===== config.mk =====
export PLATFORM = sky130hd
export DESIGN_NAME = sar_ctrl
export DESIGN_NICKNAME = d
export VERILOG_FILES = /design/src/rtl/sar_ctrl.sv
export SDC_FILE = /design/constraint.sdc
export NUM_CORES = 1
export LEC_CHECK = 0
export CORE_MARGIN = 4
export CORE_UTILIZATION = 51
export DETAILED_ROUTE_END_ITERATION = 8
export PLACE_DENSITY = 0.81
export SLEW_MARGIN = 20
export SYNTH_ARGS = -nofsm -noshare
export SYNTH_HDL_FRONTEND = slang
export SYNTH_SLANG_ARGS = --single-unit

===== constraint.sdc =====
create_clock -name CLK -period 2.54 [get_ports CLK]
set_input_delay 0.508 -clock CLK [delete_from_list [all_inputs] [get_ports CLK]]
set_output_delay 0.508 -clock CLK [all_outputs]
set_load 0.02 [all_outputs]

===== src/rtl/sar_ctrl.sv =====
`default_nettype none
// ============================================================================
// Module   : sar_ctrl
// Purpose  : SAR control stage: sample phase, flag-paced MSB-first bit trials,
//            valid/ready result hand-off. Optional macro: SAR_OVERRUN_EN.
// Revision : 1.0 - initial release
// ============================================================================
module sar_ctrl #(
    parameter int NBITS         = 12,
    parameter int SAMPLE_CYCLES = 2
) (
    input  logic             CLK,
    input  logic             RST,
    input  logic             START,
    input  logic             CMP,
    input  logic [NBITS-1:0] FLAG,
    output logic             FLAG_RST,
    output logic             SAMPLE,
    output logic             BUSY,
    output logic [NBITS-1:0] DAC,
    output logic [NBITS-1:0] DATA,
    output logic             VALID,
    input  logic             READY,
    output logic             OVR
);

    localparam int SCW = (SAMPLE_CYCLES > 1) ? $clog2(SAMPLE_CYCLES) : 1;
    localparam int STW = (NBITS > 1) ? $clog2(NBITS) : 1;
    localparam logic [SCW-1:0]   c_SAMPLE_LOAD = SCW'(SAMPLE_CYCLES - 1);
    localparam logic [STW-1:0]   c_LAST_STEP   = STW'(NBITS - 1);
    localparam logic [NBITS-1:0] c_DAC_MSB     = NBITS'(1) << (NBITS - 1);

    typedef enum logic [1:0] {
        S_IDLE    = 2'd0,
        S_SAMPLE  = 2'd1,
        S_CONVERT = 2'd2
    } state_t;

    state_t           r_state, w_state_nxt;
    logic [SCW-1:0]   r_cnt, w_cnt_nxt;
    logic [STW-1:0]   r_step, w_step_nxt;
    logic             r_flag_rst, w_flag_rst_nxt;
    logic             r_sample, w_sample_nxt;
    logic             r_busy, w_busy_nxt;
    logic             r_valid, w_valid_nxt;
    logic [NBITS-1:0] r_dac, w_dac_nxt;
    logic [NBITS-1:0] r_data, w_data_nxt;
    logic [STW-1:0]   w_bit;
    logic             w_done;
    logic [NBITS-1:0] w_code;
`ifdef SAR_OVERRUN_EN
    logic             r_ovr, w_ovr_nxt;
`endif

    assign w_bit  = c_LAST_STEP - r_step;
    assign w_code = {r_dac[NBITS-1:1], CMP};

    always_comb begin
        w_state_nxt    = r_state;
        w_cnt_nxt      = r_cnt;
        w_step_nxt     = r_step;
        w_flag_rst_nxt = r_flag_rst;
        w_sample_nxt   = r_sample;
        w_busy_nxt     = r_busy;
        w_dac_nxt      = r_dac;
        w_data_nxt     = r_data;
        w_valid_nxt    = r_valid;
        w_done         = 1'b0;
`ifdef SAR_OVERRUN_EN
        w_ovr_nxt      = r_ovr;
`endif
        case (r_state)
            S_IDLE: begin
                if (START) begin
                    w_state_nxt  = S_SAMPLE;
                    w_sample_nxt = 1'b1;
                    w_busy_nxt   = 1'b1;
                    w_dac_nxt    = '0;
                    w_cnt_nxt    = c_SAMPLE_LOAD;
                end
            end
            S_SAMPLE: begin
                if (r_cnt == '0) begin
                    w_state_nxt    = S_CONVERT;
                    w_sample_nxt   = 1'b0;
                    w_flag_rst_nxt = 1'b0;
                    w_dac_nxt      = c_DAC_MSB;
                    w_step_nxt     = '0;
                end else begin
                    w_cnt_nxt = r_cnt - SCW'(1);
                end
            end
            S_CONVERT: begin
                // Only the flag bit matching the current step paces a decision.
                if (FLAG[r_step]) begin
                    if (r_step == c_LAST_STEP) begin
                        w_done         = 1'b1;
                        w_state_nxt    = S_IDLE;
                        w_flag_rst_nxt = 1'b1;
                        w_busy_nxt     = 1'b0;
                        w_dac_nxt      = '0;
                    end else begin
                        w_dac_nxt[w_bit]          = CMP;
                        w_dac_nxt[w_bit - STW'(1)] = 1'b1;
                        w_step_nxt                = r_step + STW'(1);
                    end
                end
            end
            default: w_state_nxt = S_IDLE;
        endcase

        if (r_valid && READY)
            w_valid_nxt = 1'b0;
        if (w_done) begin
`ifdef SAR_OVERRUN_EN
            // Unread result with no accept this edge: keep it, flag the loss.
            if (r_valid && !READY) begin
                w_ovr_nxt = 1'b1;
            end else begin
                w_data_nxt  = w_code;
                w_valid_nxt = 1'b1;
            end
`else
            w_data_nxt  = w_code;
            w_valid_nxt = 1'b1;
`endif
        end
    end

    always_ff @(posedge CLK) begin
        if (RST) begin
            r_state    <= S_IDLE;
            r_cnt      <= '0;
            r_step     <= '0;
            r_flag_rst <= 1'b1;
            r_sample   <= 1'b0;
            r_busy     <= 1'b0;
            r_dac      <= '0;
            r_data     <= '0;
            r_valid    <= 1'b0;
        end else begin
            r_state    <= w_state_nxt;
            r_cnt      <= w_cnt_nxt;
            r_step     <= w_step_nxt;
            r_flag_rst <= w_flag_rst_nxt;
            r_sample   <= w_sample_nxt;
            r_busy     <= w_busy_nxt;
            r_dac      <= w_dac_nxt;
            r_data     <= w_data_nxt;
            r_valid    <= w_valid_nxt;
        end
    end

`ifdef SAR_OVERRUN_EN
    always_ff @(posedge CLK) begin
        if (RST)
            r_ovr <= 1'b0;
        else
            r_ovr <= w_ovr_nxt;
    end
    assign OVR = r_ovr;
`else
    assign OVR = 1'b0;
`endif

    assign FLAG_RST = r_flag_rst;
    assign SAMPLE   = r_sample;
    assign BUSY     = r_busy;
    assign DAC      = r_dac;
    assign DATA     = r_data;
    assign VALID    = r_valid;

endmodule
`default_nettype wire


==> results of run 1 <==
[tightest hold or removal path: stages, from the launching register on]
cell and delay (ns):
dfxtp_1 0.31, nand2b_1 0.06, a21oi_1 0.06
[registers in the layout, summed over array words and instances (netlist names)]
register  count
BUSY          1
SAMPLE        1
DATA         12
DAC          12
r_state       2
FLAG_RST      1
r_step        4
VALID         1
r_cnt         1
[logic make-up after synthesis]
family,Yosys count,synth area share
fa+ha+maj,12,0.0677
compound gates,50,0.180
mux,36,0.173
simple gates,89,0.209
other cells,1,0.00169
buf+inv,25,0.0525
flops,35,0.316
[timing repair]
item | CTS | global route
setup endpoints to repair | 0 | 2
hold buffers | 0 | 0
resized for setup | 0 | 4
[per-layer routing]
layer | vias up | GRT usage | share of wire | routed length, um
li1 | 987 | - | - | -
met1 | 939 | 0.259 | 0.43 | 2290
met2 | 69 | 0.361 | 0.50 | 2670
met3 | 14 | 0.0365 | 0.051 | 274
met4 | 0 | 0.0785 | 0.021 | 113
met5 | - | 0 | 0 | 0
[where the power goes]
part / internal [mW] / leakage, nW / switching [mW]
sequential: 0.592 / 0.284 / 0.0371
combinational: 0.245 / 0.814 / 0.362
clock: 0.392 / 0.0654 / 0.201
[Yosys cell counts, types with 2 or more instances]
cell,number
a31o_2,5
nand2b_1,3
and3_1,3
ha_1,12
a2111oi_0,3
nor2b_1,8
nor3_1,2
mux2_2,3
clkbuf_1,7
a22oi_2,2
dfxtp_1,35
mux2i_1,29
o31ai_1,2
o21ai_0,7
buf_2,3
nand3b_1,3
mux2_4,4
a22o_1,2
a31oi_1,4
nand3_1,10
inv_1,11
nor4b_1,2
and2_1,2
nand2_1,24
or4_1,2
nand4_1,7
buf_6,2
nor2_1,16
a21oi_1,11
[per-stage QoR]
step / utilization / cell area [um^2] / cells
2_1_floorplan: - / 2220 / 248
3_5_place_dp: 0.657 / 2710 / 336
4_1_cts: 0.690 / 2840 / 344
6_report: 0.692 / 2850 / 344
5_1_grt: 0.692 / 2850 / 344
3_3_place_gp: 0.657 / 2710 / 336
[final cells by class]
type,instances,area [um^2]
Clock inverter,2,60.1
Multi-Input combinational cell,188,1410
Fill cell,351,1270
Tap cell,50,62.6
Inverter,11,41.3
Clock buffer,6,72.6
Sequential cell,35,702
Timing Repair Buffer,52,500
[path summary, 6_finish.rpt]
check	startpoint	end	slack, ns	depth (start not counted)
worst max register to register	r_state[1]	DAC[5]	0.13	5
worst max-delay path	r_state[1]	DAC[5]	0.13	5
worst min register to register	VALID	VALID	0.48	2
worst min-delay path	VALID	VALID	0.48	2
==> flow_summary_export.csv, run 1 <==
group,metric,value,unit
clocking,numCtsBuffers,5,
routing,drc_errors,0,
flow_run,drv_cap,0,
floorplan,dieArea,5470,um^2
logic_synthesis,ys_seq_elements,35,
logic_synthesis,syn_nets,277,
routing,dr.pass1.iters,4,
logic_synthesis,async_flop_share,0,
logic_synthesis,ys_types,53,
clocking,h-tree-depth,2,
logic_synthesis,postSynthCellCount,248,
clocking,clkLatencyLatePin,0.29,ns
floorplan,core,4120,um^2
sta,hold_viol,0,
sta,period_share,0.950,
power_and_ir_drop,peakVddDrop,0.577,mV
sta,hold_slack,0.484,ns
placed_design,io_buffers,44,
setup_path,cp.arrival,2.59,ns
setup_path,crit_fanout,12,
run_status,outcome,"finished, final reports clean",
floorplan,rows,23,
clocking,post_cts_buffers,0,
sta,fmax,0.414,GHz
worst_hold_path,min_path_type,"reg -> reg",
sta,tightest_slew,0.967,ns
power_and_ir_drop,power_leakage,1.16,nW
routing,viasPerCell,5.84,
logic_synthesis,yosysTopAreaCell,"dfxtp_1",
sta,min_period,2.41,ns
clocking,cts_root_buffer,"clkbuf_8",
placed_design,place_ws,0.153,ns
clocking,path_clk_slew,0.07,ns
sta,slew_headroom,0.350,
routing,wl_per_cell,15.6,um
routing,drt_iter0_drc,210,
routing,wl,5.35,mm
logic_synthesis,netlist.area_leader.share,0.316,
routing,ant_nets,0,
routing,vias,2009,
sta,finClkSkew,0.00429,ns
clocking,cts_tree,"yes",
grt,grt_pass1_wl,9.05,mm
logic_synthesis,syn_area,2220,um^2
setup_path,cpPeakStageDelay,0.84,ns
sta,setup_viol,0,
sta,final.setup.worst_slack,0.127,ns
logic_synthesis,synthTopCellsByArea,"dfxtp_1 32%, mux2i_1 13%, ha_1 6.8%, nand2_1 4.1%, mux2_4 2.7%",
final_layout,final_layout_size_suffix_gt1_frac,0.126,
logic_synthesis,postSynthAreaPerCell,8.94,um^2
setup_path,slowest_stage,"o31ai_1",
grt,first_global_vias,1931,
logic_synthesis,synth_edf_count,0,
floorplan,pin_count,46,
logic_synthesis,ys_seq_area_frac,0.316,
floorplan,start_util,0.539,
floorplan,dieWidth,73.9,um
clocking,ctsLongestPathBuffers,2,
power_and_ir_drop,p_per_area,642,nW/um^2
grt,grt_max_degree,29,
sta,maxSlewViolCount,0,
grt,antenna_found_initial,0,
placed_design,gp_congestion,0.905,
sta,rsz0062_at_grt,"false",
final_layout,syn_to_final_growth,28.4,%
grt,gr-total-overflow,0,
placed_design,hpwlAfterDp,3.86,mm
final_layout,layout_commonest_cell,"clkdlybuf4s50_1",
final_layout,layout.nets,322,
final_layout,diodes,0,
grt,grt_use_total,0.209,
setup_path,worstPathRequired,2.72,ns
logic_synthesis,yosysWarnings,0,
power_and_ir_drop,finalPower,1.83,mW
clocking,cts.sinks,35,
setup_path,cp_top_family,"compound AO/OA/AOI/OAI gates",
setup_path,cp-end-kind,"register",
logic_synthesis,synth_top_flop_cell,"dfxtp_1",
setup_path,crit_path_start_kind,"register",
setup_path,path_class,"reg -> reg",
final_layout,layout_common_cells,"44 x clkdlybuf4s50_1, 34 x dfxtp_1, 29 x mux2i_1",
sta,setup_tns,0,ns
setup_path,path_buf_inv,1,
floorplan,die_height,73.9,um
setup_path,crit_chain,"inv_1 > ha_1 > o31ai_1 > or2_4 > mux2_2",
(Power assumes the default switching activity.)
==> run 2, diff against run 1 <==
- CORE_UTILIZATION: 51 -> 50
- MAX_ROUTING_LAYER: not set -> met4
- PLACE_DENSITY: 0.81 -> 0.79
==> run 2 against run 1 <==
Compared with the run above:
- flip-flop and latch count is the same
- combinational power shrank 3%
- sequential share of layout area grew 0.29 points
- clock power shrank 30%
- global-route usage shrank 0.16 points
- die area grew 1.8%
- final area shrank 1.3%
- sequential power is essentially flat
- critical path depth is the same
- cell count grew 0.29%
==> flow_summary_export.csv, run 2 (same netlist as run 1, synthesis figures left out) <==
group,metric,value,unit
grt,grt_use_total,0.207,
final_layout,final_layout_size_suffix_gt1_frac,0.125,
setup_path,r2r_cells,5,
sta,rsz0062_at_grt,"false",
routing,wl_per_cell,15.4,um
grt,antenna_found_initial,0,
final_layout,fill_cells,365,
sta,slew_headroom,0.482,
clocking,h-tree-depth,2,
setup_path,cpPeakStageDelay,0.70,ns
sta,period_share,0.885,
clocking,clkLatencyLatePin,0.29,ns
floorplan,die_height,74.6,um
routing,dr.pass1.iters,4,
sta,min_period,2.25,ns
routing,drt_iter0_drc,152,
setup_path,crit_fanout,12,
setup_path,worstPathRequired,2.73,ns
routing,drc_errors,0,
setup_path,r2r_end,"DAC[4]",
power_and_ir_drop,peakVddDrop,0.527,mV
power_and_ir_drop,p_per_area,582,nW/um^2
clocking,cts_root_buffer,"clkbuf_8",
flow_run,drv_cap,0,
floorplan,dieWidth,74.6,um
worst_hold_path,min_path_cells,2,
final_layout,layout_common_cells,"44 x clkdlybuf4s50_1, 35 x dfxtp_1, 29 x mux2i_1",
sta,maxSlewViolCount,0,
sta,hold_viol,0,
routing,vias,1996,
routing,wl,5.32,mm
final_layout,layout_commonest_cell,"clkdlybuf4s50_1",
worst_hold_path,whs_endpoint,"VALID",
setup_path,timing.rr.start,"r_state[1]",
sta,tightest_slew,0.771,ns
floorplan,dieArea,5560,um^2
setup_path,cp_top_family,"compound AO/OA/AOI/OAI gates",
clocking,cts_tree,"yes",
final_layout,diodes,0,
clocking,ctsLongestPathBuffers,2,
final_layout,layout.nets,324,
worst_hold_path,min_path_type,"reg -> reg",
sta,setup_viol,0,
sta,fmax,0.445,GHz
floorplan,pin_count,46,
power_and_ir_drop,finalPower,1.63,mW
floorplan,start_util,0.535,
setup_path,crit_path_start_kind,"register",
placed_design,io_buffers,44,
sta,finClkSkew,0.00500,ns
placed_design,hpwlAfterDp,3.92,mm
grt,first_global_vias,1891,
final_layout,multi_input_area,1400,um^2
grt,grt_max_degree,29,
grt,gr-total-overflow,0,
routing,ant_nets,0,
clocking,path_clk_slew,0.07,ns
placed_design,gp_congestion,0.906,
worst_hold_path,worstHoldStart,"VALID",
routing,viasPerCell,5.79,
sta,hold_slack,0.475,ns
floorplan,core,4140,um^2
setup_path,cp.arrival,2.43,ns
clocking,post_cts_buffers,0,
run_status,outcome,"finished, final reports clean",
sta,setup_tns,0,ns
final_layout,syn_to_final_growth,26.7,%
clocking,cts.sinks,35,
setup_path,slowest_stage,"o31ai_1",
setup_path,crit_chain,"inv_1 > ha_1 > o31ai_1 > or2_4 > mux2_2",
setup_path,r2r_slack,0.29,ns
setup_path,path_class,"reg -> reg",
floorplan,rows,23,
power_and_ir_drop,power_leakage,1.15,nW
setup_path,cp-end-kind,"register",
grt,grt_pass1_wl,8.63,mm
setup_path,path_buf_inv,1,
final_layout,regArea,701,um^2
clocking,numCtsBuffers,5,
==> run 2: metrics by stage <==
step                utilization  cell area [um^2]  instances  setup WS (ns)
floorplan                     -              2220        248          0.293
global placement          0.656              2720        338          0.227
detailed placement        0.656              2720        338          0.164
CTS                       0.678              2810        345          0.263
global route              0.678              2810        345         0.0160
finish                    0.678              2810        345          0.293
==> run 2: worst max path at each step <==
| stage | startpoint | endpoint | slack [ns] | depth (start not counted) |
|---|---|---|---|---|
| final | r_state[1] | DAC[4] | 0.29 | 5 |
| after CTS | r_step[3] | DAC[2] | 0.26 | 8 |
| after detailed placement | FLAG[10] | DAC[7] | 0.16 | 6 |
| after global routing | r_step[3] | DAC[2] | 0.02 | 8 |
| after global placement | FLAG[10] | DAC[6] | 0.23 | 6 |
| after floorplan | r_step[2] | DAC[1] | 0.29 | 8 |
==> run 2: timing repair <==
action | in CTS | in global routing
endpoints found under the setup margin | 0 | 1
resized for setup | 0 | 1
hold buffers | 0 | 0
hold endpoints to repair | 0 | 0
==> run 2: area by class of cell <==
class,count,share of cell area
multi-input cells,188,0.499
flip-flops and latches,35,0.249
repair buffers,54,0.184
clock buffers,6,0.0294
well taps,50,0.0223
inverters,11,0.0147
clock inverters,1,0.00178
==> run 2: worst reg2reg max path, delay by kind of cell, from the launching register on <==
kind                       cells  cell delay, ns
AOI/OAI and AO/OA              1            0.70
adders and majority gates      1            0.28
buffers and inverters          1            0.08
and+or+nand+nor                1            0.37
muxes                          1            0.36
DFF                            1            0.36
==> run 2: report_power, final <==
group          switching [mW]  internal (mW)  total (mW)
Sequential             0.0384          0.592       0.630
Combinational           0.346          0.245       0.590
Clock                   0.201          0.213       0.413
Total                   0.585           1.05        1.63
==> run 2: routing by layer <==
metal | routed length [um] | share of wire | GRT usage | vias up
met2 | 2660 | 0.50 | 0.342 | 51
met3 | 281 | 0.053 | 0.0554 | 10
met5 | 0 | 0 | - | -
met4 | 100 | 0.019 | 0.0751 | 0
met1 | 2270 | 0.43 | 0.241 | 945
li1 | - | - | - | 990
==> run 3, diff against run 2 <==
- ABC_AREA: not set -> 1
- CORE_MARGIN: 4 -> 2
==> run 3 against run 2 <==
Compared with the run above:
- global-route usage is 2.2 points higher
- non-clock buffer count fell by 4
- cell count is 28% higher
- combinational power grew to 2.6 times the previous value
- hold slack lost 0.016 ns
- core utilization down 2.9 points
- clock-buffer cell count did not move
- maximum frequency rose by 15%
- clock power grew 27%
- via count rose by 16%
- sequential power increased by 23%
- largest power group is now combinational logic
==> flow_summary_export.csv, run 3 <==
group,metric,value,unit
logic_synthesis,synth.most_common_cell,"nand2_1",
final_layout,final_layout_size_suffix_gt1_frac,0.0818,
sta,hold_viol,0,
clocking,cts_root_buffer,"clkbuf_8",
routing,ant_nets,0,
routing,drc_errors,0,
sta,period_share,0.767,
final_layout,layout.nets,419,
logic_synthesis,ys_seq_elements,35,
logic_synthesis,ys_types,33,
clocking,path_clk_slew,0.07,ns
routing,wl_per_cell,11.8,um
power_and_ir_drop,p_per_area,993,nW/um^2
clocking,cts_hold_buf,0,
logic_synthesis,netlist.area_leader.share,0.306,
floorplan,rows,24,
final_layout,layout_common_cells,"93 x nand2_1, 50 x nand3_1, 44 x clkdlybuf4s50_1",
placed_design,hpwlAfterDp,3.84,mm
sta,hold_slack,0.460,ns
floorplan,start_util,0.522,
setup_path,path_class,"reg -> reg",
grt,gr-total-overflow,0,
floorplan,pin_count,46,
clocking,h-tree-depth,2,
setup_path,crit_fanout,22,
routing,dr_wl_met2,2.47,mm
logic_synthesis,postSynthCellCount,348,
routing,vias,2319,
logic_synthesis,async_flop_share,0,
grt,grt_use_total,0.229,
power_and_ir_drop,power_leakage,1.23,nW
sta,final.setup.worst_slack,0.592,ns
routing,dr.max_layer_used,"met4",
grt,first_global_vias,2099,
logic_synthesis,yosysWarnings,0,
logic_synthesis,syn_nets,377,
grt,grt_max_degree,26,
setup_path,cp.arrival,2.13,ns
clocking,clkLatencyLatePin,0.29,ns
sta,fmax,0.513,GHz
clocking,ctsLongestPathBuffers,2,
floorplan,die_height,71.6,um
routing,wl_met1,2.46,mm
sta,setup_tns,0,ns
grt,grt_pass1_wl,9.26,mm
clocking,numCtsBuffers,5,
clocking,cts_tree,"yes",
logic_synthesis,yosysTopAreaCell,"dfxtp_1",
placed_design,gp_congestion,1.00,
logic_synthesis,synthTopCellsByArea,"dfxtp_1 31%, nand2_1 15%, nand3_1 11%, ha_1 6.6%, a21oi_1 6.1%",
floorplan,core,4380,um^2
grt,antenna_found_initial,0,
floorplan,dieWidth,71.6,um
setup_path,cp-end-kind,"register",
power_and_ir_drop,peakVddDrop,0.637,mV
routing,wl_met3,232,um
setup_path,crit_path_start_kind,"register",
clocking,cts.sinks,35,
worst_hold_path,min_path_type,"reg -> reg",
power_and_ir_drop,finalPower,2.83,mW
logic_synthesis,postSynthAreaPerCell,6.57,um^2
clocking,post_cts_buffers,0,
placed_design,io_buffers,44,
sta,rsz0062_at_grt,"false",
routing,dr.pass1.iters,4,
sta,finClkSkew,0.00602,ns
sta,setup_viol,0,
sta,min_period,1.95,ns
clocking,cts_repair_resize_count,0,
logic_synthesis,synth_edf_count,0,
logic_synthesis,ys_seq_area_frac,0.306,
routing,drt_iter0_drc,151,
final_layout,layout_commonest_cell,"nand2_1",
final_layout,syn_to_final_growth,24.3,%
placed_design,place_ws,0.430,ns
logic_synthesis,synth_top_flop_cell,"dfxtp_1",
floorplan,dieArea,5130,um^2
final_layout,diodes,0,
setup_path,worstPathRequired,2.73,ns
routing,wl,5.25,mm
logic_synthesis,synthTopCellsByCount,"93 x nand2_1, 50 x nand3_1, 36 x nor2_1, 35 x dfxtp_1, 29 x inv_1",
run_status,outcome,"finished, final reports clean",
logic_synthesis,syn_area,2290,um^2
flow_run,drv_cap,0,
sta,tightest_slew,0.534,ns
sta,maxSlewViolCount,0,
routing,viasPerCell,5.23,
sta,slew_headroom,0.642,
==> run 3: cell types whose count changed in the layout (fill, tap and decap cells not counted), moves of 5 or more <==
cell     previous run  this run
nand2_1            24        93
nand3_1            10        50
mux2i_1            29         0
nor2_1             16        36
inv_1              11        29
a21oi_1            11        28
o21ai_0             7        19
nor2b_1             8         0
a31o_2              5         0
==> run 3: final cells by class <==
type	instances	area, um^2
multi-input cells	266	1350
flip-flops and latches	35	701
inverters	32	123
well taps	52	65.1
repair buffers	50	485
clock inverters	2	35.0
clock buffers	6	82.6
fillers	412	1540
==> run 3: per-stage QoR <==
stage,cell area [um^2],utilization,std cells
floorplan,2290,-,348
global placement,2730,0.622,435
detailed placement,2730,0.622,435
CTS,2840,0.649,443
global route,2840,0.649,443
finish,2840,0.649,443
==> run 3: path summary, 6_finish.rpt <==
| kind | start | to | slack [ns] | cells past startpoint |
|---|---|---|---|---|
| hold / removal | DATA[1] | DATA[1] | 0.46 | 2 |
| setup / recovery | r_step[0] | DAC[4] | 0.59 | 12 |
| setup reg to reg | r_step[0] | DAC[4] | 0.59 | 12 |
| hold reg to reg | DATA[1] | DATA[1] | 0.46 | 2 |
==> run 3: routing by layer <==
| metal | global-route usage | vias up |
|---|---|---|
| met4 | 0.0881 | 0 |
| met1 | 0.278 | 1043 |
| met3 | 0.0422 | 9 |
| li1 | - | 1207 |
| met5 | - | - |
| met2 | 0.379 | 60 |
==> run 3: power by group <==
part           internal (mW)  total [mW]  switching (mW)
clock network          0.317       0.524           0.207
registers              0.659       0.774           0.115
logic                  0.576        1.53           0.952
total                   1.55        2.83            1.27
==> run 3: worst max-delay path: stages (launching register included) <==
cell,delay [ns]
dfxtp_1,0.51
buf_4,0.23
inv_2,0.10
nand2_1,0.07
nand3_1,0.09
nand2_1,0.08
nand2_1,0.05
nand2_1,0.07
inv_1,0.04
nand3_2,0.05
nand2_2,0.23
a21oi_1,0.24
nor2_2,0.05
==> run 3: cell families after synthesis <==
group / synth area share
AND/OR/NAND/NOR: 0.400
XOR/XNOR: 0.00383
other: 0.00164
buffers and inverters: 0.102
adder cells (fa/ha/maj): 0.0656
flip-flops: 0.306
AO/OA/AOI/OAI: 0.120
